===== src/rtl/fifo_rr_arbiter.sv =====
// fifo_rr_arbiter: round-robin read scheduler that drains N_SRC source fifos
// onto a single output stream. One source is granted at a time for up to
// BURST consecutive reads. A 2-entry output buffer plus a credit check
// absorbs the fifos' 1-cycle registered read latency, so downstream
// backpressure never drops or duplicates a word.
module fifo_rr_arbiter #(
    parameter int N_SRC   = 4,
    parameter int W_WIDTH = 32,
    parameter int BURST   = 4,
    localparam int GW     = (N_SRC > 1) ? $clog2(N_SRC) : 1
) (
    input  logic                     clk,
    input  logic                     rst_n,
    input  logic [N_SRC-1:0]         fifo_empty,
    input  logic [N_SRC*W_WIDTH-1:0] fifo_data,
    output logic [N_SRC-1:0]         fifo_rd_en,
    output logic [W_WIDTH-1:0]       out_data,
    output logic                     out_valid,
    input  logic                     out_ready,
    output logic [GW-1:0]            grant_id,
    output logic                     busy
);

    localparam int BW = $clog2(BURST + 1);

    typedef enum logic {
        S_IDLE  = 1'b0,
        S_GRANT = 1'b1
    } state_t;

    state_t               r_state;
    state_t               w_state_nxt;
    logic [GW-1:0]        r_grant_id;
    logic [GW-1:0]        r_last_grant;
    logic [BW-1:0]        r_burst_cnt;
    logic                 r_inflight;
    logic [GW-1:0]        r_rd_src;
    logic [W_WIDTH-1:0]   r_buf [2];
    logic [1:0]           r_occ;

    logic [GW-1:0]        w_pick;
    logic                 w_found;
    logic                 w_rd;
    logic                 w_pop;
    logic                 w_push;
    logic                 w_credit_ok;
    logic [W_WIDTH-1:0]   w_words [N_SRC];
    logic [W_WIDTH-1:0]   w_rd_word;

    // Split the flat data bus into per-source words and select the one that
    // was read last cycle (tracked by r_rd_src, since the grant may have moved on).
    always_comb begin
        for (int i = 0; i < N_SRC; i++) begin
            w_words[i] = fifo_data[i*W_WIDTH +: W_WIDTH];
        end
        w_rd_word = w_words[r_rd_src];
    end

    // Round-robin search: first non-empty source starting after last_grant.
    always_comb begin
        int            v_idx;
        logic [GW-1:0] v_sel;
        // NOTE: every combinational output gets a default before any branch,
        // otherwise paths that skip an assignment infer a latch.
        w_pick  = '0;
        w_found = 1'b0;
        v_idx   = 0;
        v_sel   = '0;
        for (int k = 1; k <= N_SRC; k++) begin
            v_idx = int'(r_last_grant) + k;
            if (v_idx >= N_SRC) begin
                v_idx = v_idx - N_SRC;
            end
            v_sel = GW'(v_idx);
            if (!w_found && !fifo_empty[v_sel]) begin
                w_pick  = v_sel;
                w_found = 1'b1;
            end
        end
    end

    // A word popped this cycle frees a slot; a read is allowed only if the
    // word it will produce is guaranteed a buffer entry when it lands.
    always_comb begin
        w_pop       = (r_occ != 2'd0) && out_ready;
        w_push      = r_inflight;
        w_credit_ok = ({1'b0, r_occ} + {2'b0, r_inflight}) < (3'd2 + {2'b0, w_pop});
    end

    // Next-state and read-enable decode; reads only ever happen in GRANT.
    always_comb begin
        w_state_nxt = r_state;
        w_rd        = 1'b0;
        fifo_rd_en  = '0;
        case (r_state)
            S_IDLE: begin
                if (w_found) begin
                    w_state_nxt = S_GRANT;
                end
            end
            S_GRANT: begin
                w_rd = !fifo_empty[r_grant_id] && (r_burst_cnt < BW'(BURST)) && w_credit_ok;
                if (w_rd) begin
                    fifo_rd_en[r_grant_id] = 1'b1;
                end
                if ((r_burst_cnt == BW'(BURST)) || (fifo_empty[r_grant_id] && !w_rd)) begin
                    w_state_nxt = S_IDLE;
                end
            end
            default: w_state_nxt = S_IDLE;
        endcase
    end

    // State register.
    always_ff @(posedge clk or negedge rst_n) begin
        // NOTE: sequential state uses non-blocking assignments so every
        // register samples pre-edge values regardless of block ordering.
        if (!rst_n) begin
            r_state <= S_IDLE;
        end else begin
            r_state <= w_state_nxt;
        end
    end

    // Grant bookkeeping: latch the winner on entry to GRANT, count reads.
    always_ff @(posedge clk or negedge rst_n) begin
        if (!rst_n) begin
            r_grant_id   <= '0;
            r_last_grant <= GW'(N_SRC - 1);
            r_burst_cnt  <= '0;
        end else if ((r_state == S_IDLE) && w_found) begin
            r_grant_id   <= w_pick;
            r_last_grant <= w_pick;
            r_burst_cnt  <= '0;
        end else if (w_rd) begin
            r_burst_cnt  <= r_burst_cnt + BW'(1);
        end
    end

    // Read pipeline: remember that a word is arriving next cycle and from where.
    always_ff @(posedge clk or negedge rst_n) begin
        if (!rst_n) begin
            r_inflight <= 1'b0;
            r_rd_src   <= '0;
        end else begin
            r_inflight <= w_rd;
            if (w_rd) begin
                r_rd_src <= r_grant_id;
            end
        end
    end

    // Two-entry in-order output buffer; entry 0 is the head.
    always_ff @(posedge clk or negedge rst_n) begin
        // NOTE: the buffer storage is reset (not just the occupancy) because
        // out_data is driven straight from entry 0 and must read 0 in reset.
        if (!rst_n) begin
            r_buf[0] <= '0;
            r_buf[1] <= '0;
            r_occ    <= 2'd0;
        end else begin
            case ({w_push, w_pop})
                2'b10: begin
                    r_buf[r_occ[0]] <= w_rd_word;
                    r_occ           <= r_occ + 2'd1;
                end
                2'b01: begin
                    r_buf[0] <= r_buf[1];
                    r_occ    <= r_occ - 2'd1;
                end
                2'b11: begin
                    if (r_occ == 2'd1) begin
                        r_buf[0] <= w_rd_word;
                    end else begin
                        r_buf[0] <= r_buf[1];
                        r_buf[1] <= w_rd_word;
                    end
                end
                default: ;
            endcase
        end
    end

    assign out_data  = r_buf[0];
    assign out_valid = (r_occ != 2'd0);
    assign grant_id  = r_grant_id;
    assign busy      = (r_state == S_GRANT);

endmodule


===== config.mk =====
export PLATFORM = sky130hd
export DESIGN_NAME = fifo_rr_arbiter
export DESIGN_NICKNAME = d
export VERILOG_FILES = /design/src/rtl/fifo_rr_arbiter.sv
export SDC_FILE = /design/constraint.sdc
export NUM_CORES = 1
export LEC_CHECK = 0
export CAP_MARGIN = 25
export CORE_ASPECT_RATIO = 1.75
export CORE_MARGIN = 5
export CORE_UTILIZATION = 40
export CTS_BUF_LIST = sky130_fd_sc_hd__clkbuf_16
export CTS_CLUSTER_DIAMETER = 120
export DETAILED_ROUTE_END_ITERATION = 7
export GPL_TIMING_DRIVEN = 1
export PLACE_DENSITY = 0.7
export SETUP_SLACK_MARGIN = 0.05
export SYNTH_ARGS = -nofsm -noshare
export SYNTH_HDL_FRONTEND = slang
export SYNTH_SLANG_ARGS = --single-unit

===== constraint.sdc =====
create_clock -name clk -period 3.9 [get_ports clk]
set_input_delay 1.17 -clock clk [delete_from_list [all_inputs] [get_ports clk]]
set_output_delay 1.17 -clock clk [all_outputs]
set_load 0.02 [all_outputs]

Word-level counts from Yosys, hierarchy flattened --
Cells that the tools add are included.
Cells by class: add/sub/neg operators 13, magnitude comparators 15, equality and inequality tests 6, multiplexer cells 43, bitwise operators 3, reduce and logical (&&, ||, !) cells 24
Operator list (number):
- $mux W32 | 5
- $pmux W32 S3 | 1
- $bmux W32 S2 | 1
- $bwmux W64 | 1
- $pmux W32 S2 | 1
- $demux W32 S1 | 1
- $mux W2 | 8
- $lt A2 B3 Y1 const B | 5
- $mux W1 | 13
- $ge A3 B3 Y1 const B | 4
- $bmux W1 S2 | 5
- $logic_and A1 B1 Y1 | 10
- $sub A2 B1 Y2 const B | 5
- $mux W4 | 2
- $reduce_bool A2 Y1 | 4
- $logic_not A1 Y1 | 7
- $add A2 B2 Y3 const B | 2
- $mux W3 | 2
- $add A2 B3 Y4 const B | 1
- $eq A2 B1 Y1 const B | 2
- $eq A2 B2 Y1 const B | 2
- $ge A4 B3 Y1 const B | 1
- $pmux W2 S2 | 1
- $add A2 B1 Y3 | 1
- other kinds (19) | 19
Storage, ports and cells: register bits after elaboration 77, bits of input ports 135, output and inout bits 40

Longest topological paths before layout --
Gate-level depths: netlist of run 1.
depth after elaboration 16, mapped depth 11

Worst setup path before layout of run 1 --
No wires, ideal clock.
kind input to output, start input port out_ready, end output port fifo_rd_en[1], arrival 2.318 ns, slack 0.412 ns, cell stages on the path 4, buffers on the path 0, path through or3b_4 -> a211oi_4 -> and3_2 -> and2_1
On the way: longest elaborated chain between the ends 6
Ends and longest elaborated chain:
- start: declaration | line 19 | input logic out_ready,
- $logic_and A1 B1 Y1 | line 85 | w_pop = (r_occ != 2'd0) && out_ready;
- $add A2 B1 Y3 | line 87 | w_credit_ok = ({1'b0, r_occ} + {2'b0, r_inflight}) < (3'd2 + {2'b0, w_pop});
- $lt A3 B3 Y1 | line 87
- $logic_and A1 B1 Y1 | line 102 | w_rd = !fifo_empty[r_grant_id] && (r_burst_cnt < BW'(BURST)) && w_credit_ok;
- $mux W4 | line 103 | if (w_rd) begin
- $mux W4 | line 95 | case (r_state)
- end: declaration | line 16 | output logic [N_SRC-1:0] fifo_rd_en,
Every way passes these cells.

Worst setup path after layout of run 1 --
start input port out_ready, end output port fifo_rd_en[2]
Same word-level chain as after synthesis.

==> impl_metrics.tcl, run 1 <==
set metrics [dict create \
    status "finished, final reports clean" \
    wirelength_um 11800 \
    drive_gt1_frac 0.222 \
    die_h_um 150 \
    crit_fanout 3 \
    cts_buffers 9 \
    cts-root-buf "clkbuf_16" \
    cts_buffer_depth 2 \
    critPathTopFamily "simple AND/OR/NAND/NOR gates" \
    clk_latency_ns 0.33 \
    clkTransAtPathRegs_ns 0.06 \
    rsz0062_at_grt "no" \
    clockPowerShare 0.160 \
    required_ns 2.73 \
    grt_pass1_wl_um 18800 \
    dp_hpwl_um 8980 \
    synth.ff_latch_count 77 \
    io_buffers 174 \
    seqCellArea_um2 1930 \
    grt_antenna_before_repair 0 \
    synth-seq-area-share 0.433 \
    path_cells "dlygate4sd2_1 -> or3b_4 -> a211oi_4 -> nand2_2 -> nor2_1 -> clkdlybuf4s15_2" \
    overflow 0 \
    vdd_ir_drop_max_v 0.000463 \
    start_kind "primary input" \
    worst_slack_ns 0.150 \
    final_common_cell "clkdlybuf4s50_1" \
    post-route-period-util 0.961 \
    syn_avg_cell_area_um2 12.0 \
    synth-async-reset-ratio 1.00 \
    worstMarginPinSlew_ns 0.627 \
    dp.cells 632 \
    drc 0 \
    synth_edf_count 0 \
    drt_first_pass_iters 4 \
    p_leak_nw 2.62 \
    drt.antenna.violating_nets 0 \
    hold_path_class "flip-flop to flip-flop" \
    p_comb_frac 0.533 \
    h-tree-depth 3 \
    place_ws_ns -0.683 \
    hp-start "r_last_grant[1]" \
    area_delta_synth_final_pct 45.3 \
    hold_depth 2 \
    multiInputGateArea_um2 2150 \
    routedWlPerCell_um 18.2 \
    max_freq_mhz 267 \
    coreArea_um2 11000 \
    fin_cells 650 \
    start_util 0.404 \
    grt.total_usage 0.175 \
    place.gp.congestion 0.798 \
    die-area_um2 13400 \
    grt_pass1_vias 3760 \
    rr_worst_depth 11 \
    slew_headroom 0.582 \
    nNetsFinal 658 \
    synthFlopType "dfrtp_1" \
    total_power_mw 5.03 \
    synth_top_cell_area_share 0.421 \
    period_needed_ns 3.75 \
    cts.sinks 77 \
    finish.utilization 0.587 \
    critPathBufInv 2 \
    synthesis.area_um2 4460 \
    netlist_instances 371 \
    avgViaCountPerCell 5.37 \
    cts_tree "yes" \
    synth_top_cell_by_area "dfrtp_1" \
    r2r_end "out_data[30]" \
    switching_share 0.378 \
    num_rows 51 \
    ff2ff_setup_slack_ns 1.45 \
    grt_max_degree 78 \
    nFillCells 941 \
    ios 175 \
    ys_top_cells_by_area "dfrtp_1 (42%), mux4_2 (16%), mux2_2 (8.6%), a22oi_1 (5.4%), buf_4 (5.4%)" \
    hold_viol 0 \
    p_switching_mw 1.90 \
    final_cell_mix "clkdlybuf4s50_1 (168), dfrtp_1 (74), nor2_1 (42)" \
    crit_type "primary input to output pin" \
    arrival_ns 2.58 \
    place_area_um2 6130 \
    p_int_mw 3.13 \
    slew_violations 0 \
    finalSetupViolCount 0 \
    max_stage_delay_ns 0.39 \
    syn-num-nets 516 \
    fp.dieW_um 89.8 \
    yosys_warnings 0 \
    drtIter0Drc 124 \
    diodes 0 \
    design_area_um2 6480 \
    r2r_start "r_occ[0]" \
    via_count 3491 \
    maxCapViolCount 0 \
    pwr-share-seq 0.307 \
    end_kind "output pin" \
    crit_slowest_cell "or3b_4" \
    synth.distinct_cells 40 \
    worst_hold_path.endpoint "r_last_grant[1]" \
    p_per_area_nw_per_um2 776 \
    fin_skew_ns 0.00739 \
]
[area by class of cell]
type                    instances  area share
clock buffers                   9      0.0348
clock inverters                 7      0.0104
inverters                      12     0.00695
multi-input cells             227       0.332
flip-flops and latches         77       0.298
well taps                     132      0.0255
repair buffers                186       0.292
[flip-flops by register name (all words and copies together) (netlist names)]
name and cells:
busy 1, out_data 32, grant_id 2, r_inflight 1, r_rd_src 2, r_last_grant 2
r_occ 2, r_burst_cnt 3, r_buf 32
[worst max path at each step]
stage / startpoint / endpoint / cells after the start
2_1_floorplan: out_ready / fifo_rd_en[1] / 4
6_report: out_ready / fifo_rd_en[2] / 6
4_1_cts: out_ready / fifo_rd_en[3] / 6
3_3_place_gp: out_ready / fifo_rd_en[1] / 6
5_1_grt: out_ready / fifo_rd_en[2] / 6
3_5_place_dp: out_ready / fifo_rd_en[3] / 6
[routing by layer]
layer,share of wire,vias to the layer above,track usage
met1,0.35,1749,0.182
met4,0.030,0,0.0794
li1,-,1612,-
met2,0.57,108,0.334
met5,0,-,0
met3,0.045,22,0.0327
[repair_timing]
action                     4_1_cts  5_1_grt
gates resized for setup         23        0
setup endpoints to repair        4        0
buffers inserted                 1        0
hold buffers                     0        0
[per-stage QoR]
stage	hold WS, ns	setup TNS (ns)
final	0.504	0
after detailed placement	0.496	-2.50
after floorplan	0.470	0
after CTS	0.505	0
after global placement	0.485	-2.49
after global routing	0.517	0
[logic make-up (layout without fill, tap and decap cells)]
| logic type | after synthesis | after routing | share of synthesized area |
|---|---|---|---|
| AND/OR/NAND/NOR | 63 | 63 | 0.0618 |
| multiplexers | 70 | 70 | 0.259 |
| buffers and inverters | 67 | 214 | 0.0910 |
| AO/OA/AOI/OAI | 82 | 82 | 0.124 |
| flip-flops | 77 | 77 | 0.433 |
| XOR/XNOR | 2 | 2 | 0.00393 |
| adder cells (fa/ha/maj) | 10 | 10 | 0.0281 |
[synth_stat cells (all sizes together) (2+ instances only)]
cell type   n
nand2b      3
mux2       36
and2        3
dfrtp      75
clkbuf     12
buf        43
ha         10
inv        12
mux4       32
a21oi      35
mux2i       2
a22oi      32
nand2      11
o21ai       4
dfstp       2
nor2       42
[power by group through the flow]
stage	registers (mW)	logic (mW)	clock network [mW]
final	1.54	2.68	0.807
after CTS	1.55	2.73	0.827
after detailed placement	1.56	2.70	0
after floorplan	1.43	2.06	0
after global routing	1.61	2.92	0.854
after global placement	1.58	2.55	0
[worst min-delay path, cell delays in order (launching register included)]
cell	delay, ns
dfstp_2	0.40
nand2_1	0.06
nand2_1	0.04
No activity file was read; power rests on OpenSTA's default activity.
==> run 2, diff against run 1 <==
==> constraint.sdc (replaced) <==
create_clock -name clk -period 4.27 [get_ports clk]
set_input_delay 1.281 -clock clk [delete_from_list [all_inputs] [get_ports clk]]
set_output_delay 1.281 -clock clk [all_outputs]
set_load 0.02 [all_outputs]
==> run 2 against run 1 <==
  * Via count about the same
  * Power down 9.2%
  * Die area unchanged
  * Register-to-register slack better by 0.21 ns
  * Clock skew down 0.0014 ns
  * Combinational power down 9.0%
  * Largest cell class unchanged
  * Highest routed layer unchanged
==> impl_metrics.tcl, run 2 (synthesis results as in run 1) <==
set metrics [dict create \
    status "finished, final reports clean" \
    drt.antenna.violating_nets 0 \
    finalSetupTns_ns 0 \
    final_common_cell "clkdlybuf4s50_1" \
    wirelength_um 11800 \
    area_delta_synth_final_pct 44.8 \
    multiInputGateArea_um2 2150 \
    h-tree-depth 3 \
    hold_depth 2 \
    routedWlPerCell_um 18.1 \
    ios 175 \
    rr_worst_depth 10 \
    die-area_um2 13400 \
    dp.cells 632 \
    overflow 0 \
    cts.sinks 77 \
    slew_headroom 0.559 \
    dp_hpwl_um 8960 \
    crit_type "primary input to output pin" \
    pwr-share-seq 0.308 \
    die_h_um 150 \
    r2r_start "r_occ[0]" \
    p_int_mw 2.84 \
    drive_gt1_frac 0.218 \
    cts_tree "yes" \
    cpMostUsedCell "nor2_1" \
    rsz0062_at_grt "no" \
    nFillCells 932 \
    drc 0 \
    coreArea_um2 11000 \
    cts_buffers 9 \
    path_cells "clkdlybuf4s50_1 -> mux2_2 -> nor2_1 -> nand2_2 -> nor2_1 -> clkdlybuf4s15_2" \
    p_comb_frac 0.533 \
    drtIter0Drc 137 \
    final_cell_mix "clkdlybuf4s50_1 (168), dfrtp_1 (74), nor2_1 (42)" \
    worstMarginPinSlew_ns 0.662 \
    diodes 0 \
    finalSetupViolCount 0 \
    cts_hold_buf 0 \
    max_freq_mhz 257 \
    hold_slack_ns 0.503 \
    grt_antenna_before_repair 0 \
    fp.dieW_um 89.8 \
    finish.utilization 0.585 \
    hold_path_class "flip-flop to flip-flop" \
    cts_buffer_depth 2 \
    crit_slowest_cell "clkdlybuf4s50_1" \
    p_per_area_nw_per_um2 708 \
    hold_viol 0 \
    drt_first_pass_iters 4 \
    hp-start "r_last_grant[1]" \
    period_needed_ns 3.89 \
    end_kind "output pin" \
    fin_cells 651 \
    num_rows 51 \
    grt_pass1_vias 3796 \
    startpoint "fifo_empty[0]" \
    clk_latency_ns 0.33 \
    max_stage_delay_ns 0.44 \
    start_kind "primary input" \
    slew_violations 0 \
    start_util 0.404 \
    seqCellArea_um2 1930 \
    nNetsFinal 659 \
    io_buffers 174 \
    cts-root-buf "clkbuf_16" \
    post-route-period-util 0.910 \
    avgViaCountPerCell 5.36 \
    vdd_ir_drop_max_v 0.000405 \
    grt_pass1_wl_um 18900 \
    ff2ff_setup_slack_ns 1.66 \
    grt_max_degree 78 \
    via_count 3488 \
    clkTransAtPathRegs_ns 0.05 \
    place.gp.congestion 0.793 \
    worst_hold_path.endpoint "r_last_grant[1]" \
    p_leak_nw 2.63 \
    crit_fanout 3 \
    required_ns 2.99 \
    fin_skew_ns 0.00599 \
    switching_share 0.377 \
    clockPowerShare 0.158 \
    grt.total_usage 0.176 \
    r2r_end "r_buf[2]" \
    p_switching_mw 1.72 \
    arrival_ns 2.61 \
    maxCapViolCount 0 \
]
-- run 2: cell count changes in the layout (fill, tap and decap cells not counted) --
| cell | change |
|---|---|
| clkinv_4 | -1 |
| clkinvlp_4 | -1 |
| buf_4 | +3 |
| dlymetal6s2s_1 | +1 |
| clkinv_1 | +1 |
| and2_4 | -1 |
| inv_1 | +1 |
| clkdlybuf4s15_2 | -1 |
| buf_6 | -1 |
| buf_12 | -1 |
| and2_1 | +1 |
| dlygate4sd2_1 | -1 |
| buf_2 | +1 |
-- run 2: stage by stage --
stage / area, um2 / total power [mW] / setup WS, ns
after floorplan: 4460 / 3.19 / 0.560
after global placement: 6100 / 3.76 / -0.537
after detailed placement: 6120 / 3.87 / -0.513
after CTS: 6410 / 4.62 / 0.0359
after global routing: 6450 / 4.89 / 0.294
final: 6450 / 4.57 / 0.382
-- run 2: worst max-delay path by stage --
stage	cells after the start	slack (ns)	end
finish	6	0.38	fifo_rd_en[0]
global route	6	0.29	fifo_rd_en[0]
floorplan	4	0.56	fifo_rd_en[1]
detailed placement	6	-0.51	fifo_rd_en[3]
global placement	6	-0.54	fifo_rd_en[1]
CTS	6	0.04	fifo_rd_en[2]
-- run 2: cell type report --
class	count	share of cell area
Clock inverter	7	0.00911
Sequential cell	77	0.299
Tap cell	132	0.0256
Clock buffer	9	0.0349
Timing Repair Buffer	187	0.291
Multi-Input combinational cell	227	0.333
Inverter	12	0.00698
-- run 2: repair_timing --
| action | in CTS | in global routing |
|---|---|---|
| resized for setup | 16 | 6 |
| hold endpoints to repair | 0 | 0 |
| pin swaps | 2 | 0 |
| endpoints found under the setup margin | 4 | 4 |
| buffers inserted | 1 | 1 |
-- run 2: worst max-delay path, delay by kind of cell --
family,cells,cell delay (ns)
buf+inv,2,0.71
simple gates,3,0.33
mux,1,0.29
-- run 2: layer usage --
metal / track usage / part of all wire
met3: 0.0448 / 0.056
met4: 0.0908 / 0.039
met1: 0.181 / 0.34
met2: 0.326 / 0.56
met5: 0 / 0
-- run 2: power by group through the flow --
| stage | combinational, mW | sequential (mW) | clock (mW) |
|---|---|---|---|
| floorplan | 1.88 | 1.31 | 0 |
| global placement | 2.32 | 1.45 | 0 |
| detailed placement | 2.44 | 1.43 | 0 |
| CTS | 2.46 | 1.42 | 0.741 |
| global route | 2.66 | 1.46 | 0.767 |
| finish | 2.44 | 1.41 | 0.723 |
==> run 3, diff against run 2 <==
--- a/config.mk
+++ b/config.mk
@@ -7,11 +7,12 @@
 export LEC_CHECK = 0
 export CAP_MARGIN = 25
 export CORE_ASPECT_RATIO = 1.75
-export CORE_MARGIN = 5
+export CORE_MARGIN = 2
 export CORE_UTILIZATION = 40
 export CTS_BUF_LIST = sky130_fd_sc_hd__clkbuf_16
 export CTS_CLUSTER_DIAMETER = 120
 export DETAILED_ROUTE_END_ITERATION = 7
+export GPL_ROUTABILITY_DRIVEN = 0
 export GPL_TIMING_DRIVEN = 1
 export PLACE_DENSITY = 0.7
 export SETUP_SLACK_MARGIN = 0.05
==> run 3 against run 2 <==
  * Utilization is 0.27 points higher
  * Critical path type unchanged
  * Final area is 0.12% lower
  * Count of clock-buffer cells in the layout stayed put
  * Critical path depth stayed put
  * Global-route usage is 1.9 points higher
  * Fmax is 3.1% lower
==> impl_metrics.tcl, run 3 (synthesis results as in run 1) <==
set metrics [dict create \
    p_per_area_nw_per_um2 710 \
    place_area_um2 6120 \
    overflow 0 \
    hold_viol 0 \
    slew_headroom 0.544 \
    grt.total_usage 0.195 \
    drc 0 \
    dp_hpwl_um 8460 \
    clockPowerShare 0.161 \
    max_stage_delay_ns 0.39 \
    start_util 0.406 \
    die_h_um 144 \
    fin_skew_ns 0.00918 \
    slew_violations 0 \
    dp.cells 632 \
    start_kind "primary input" \
    finalSetupViolCount 0 \
    p_int_mw 2.84 \
    seqCellArea_um2 1930 \
    cts-root-buf "clkbuf_16" \
    wirelength_um 11500 \
    cts.sinks 77 \
    critPathBufInv 2 \
    ios 175 \
    maxCapViolCount 0 \
    vdd_ir_drop_max_v 0.000578 \
    max_freq_mhz 249 \
    critPathTopFamily "simple AND/OR/NAND/NOR gates" \
    nFillCells 940 \
    diodes 0 \
    via_count 3499 \
    drtIter0Drc 144 \
    grt_antenna_before_repair 0 \
    grt_max_degree 78 \
    cts_buffer_depth 2 \
    p_comb_frac 0.531 \
    clk_latency_ns 0.33 \
    worstMarginPinSlew_ns 0.685 \
    arrival_ns 2.73 \
    num_rows 51 \
    fp.dieW_um 83.8 \
    final_common_cell "clkdlybuf4s50_1" \
    crit_slowest_cell "or3b_4" \
    drive_gt1_frac 0.216 \
    cts_buffers 9 \
    rsz0062_at_grt "no" \
    clkTransAtPathRegs_ns 0.05 \
    crit_type "primary input to output pin" \
    switching_share 0.380 \
    pwr-share-seq 0.308 \
    grt_pass1_vias 3752 \
    place_ws_ns -0.547 \
    hold_slack_ns 0.504 \
    nNetsFinal 658 \
    routedWlPerCell_um 17.7 \
    finish.utilization 0.587 \
    fin_cells 650 \
    h-tree-depth 3 \
    post-route-period-util 0.940 \
    die-area_um2 12000 \
    cts_tree "yes" \
    final_cell_mix "clkdlybuf4s50_1 (168), dfrtp_1 (74), nor2_1 (42)" \
    p_switching_mw 1.74 \
    required_ns 2.99 \
    design_area_um2 6450 \
    worst_slack_ns 0.258 \
    io_buffers 174 \
    multiInputGateArea_um2 2150 \
    crit_fanout 3 \
    avgViaCountPerCell 5.38 \
    p_leak_nw 2.62 \
    hold_path_class "flip-flop to flip-flop" \
    coreArea_um2 11000 \
    path_cells "dlygate4sd2_1 -> or3b_4 -> a211oi_4 -> and3_4 -> and2_1 -> buf_2" \
    end_kind "output pin" \
    period_needed_ns 4.01 \
    area_delta_synth_final_pct 44.7 \
    drt.antenna.violating_nets 0 \
    drt_first_pass_iters 4 \
    status "finished, final reports clean" \
    grt_pass1_wl_um 18300 \
]
run 3: changes by cell type in the layout (fill, tap and decap cells not counted), sizes merged:
cell          change
clkinv            +1
dlygate4sd2       +1
buf               -1
dlymetal6s2s      -1
inv               -1
run 3: path summary, 6_finish.rpt:
kind	slack (ns)	start	to	cells after the start
setup / recovery	0.26	out_ready	fifo_rd_en[1]	6
hold / removal	0.50	r_buf[1]	r_buf[1]	1
setup reg to reg	1.59	r_occ[0]	r_buf[27]	10
hold reg to reg	0.50	r_buf[1]	r_buf[1]	1
max in group asynchronous	2.90	rst_n	r_last_grant[1]	2
min in group asynchronous	0.77	rst_n	r_buf[26]	1
run 3: through the flow:
step	setup TNS [ns]	power, mW
floorplan	0	3.19
global placement	-1.85	3.75
detailed placement	-1.93	3.85
CTS	0	4.62
global route	0	4.90
finish	0	4.58
run 3: final cells by class:
class	count	share of cell area
Inverter	12	0.00699
Multi-Input combinational cell	227	0.333
Clock inverter	7	0.0105
Tap cell	132	0.0256
Timing Repair Buffer	186	0.289
Sequential cell	77	0.299
Clock buffer	9	0.0349
run 3: power by group through the flow:
stage / sequential (mW) / combinational (mW) / clock, mW
4_1_cts: 1.41 / 2.45 / 0.755
5_1_grt: 1.47 / 2.63 / 0.795
2_1_floorplan: 1.31 / 1.88 / 0
6_report: 1.41 / 2.43 / 0.737
3_3_place_gp: 1.45 / 2.30 / 0
3_5_place_dp: 1.43 / 2.43 / 0
run 3: repair_timing:
| item | 4_1_cts | 5_1_grt |
|---|---|---|
| endpoints found under the hold margin | 0 | 0 |
| resized for setup | 20 | 0 |
| buffers inserted | 1 | 0 |
| hold buffers | 0 | 0 |
| endpoints found under the setup margin | 4 | 0 |
run 3: per-layer routing:
layer,GRT usage,part of all wire,vias to the layer above
li1,-,-,1623
met1,0.219,0.36,1743
met2,0.354,0.56,114
met3,0.0368,0.047,19
met4,0.0925,0.027,0
met5,0,0,-
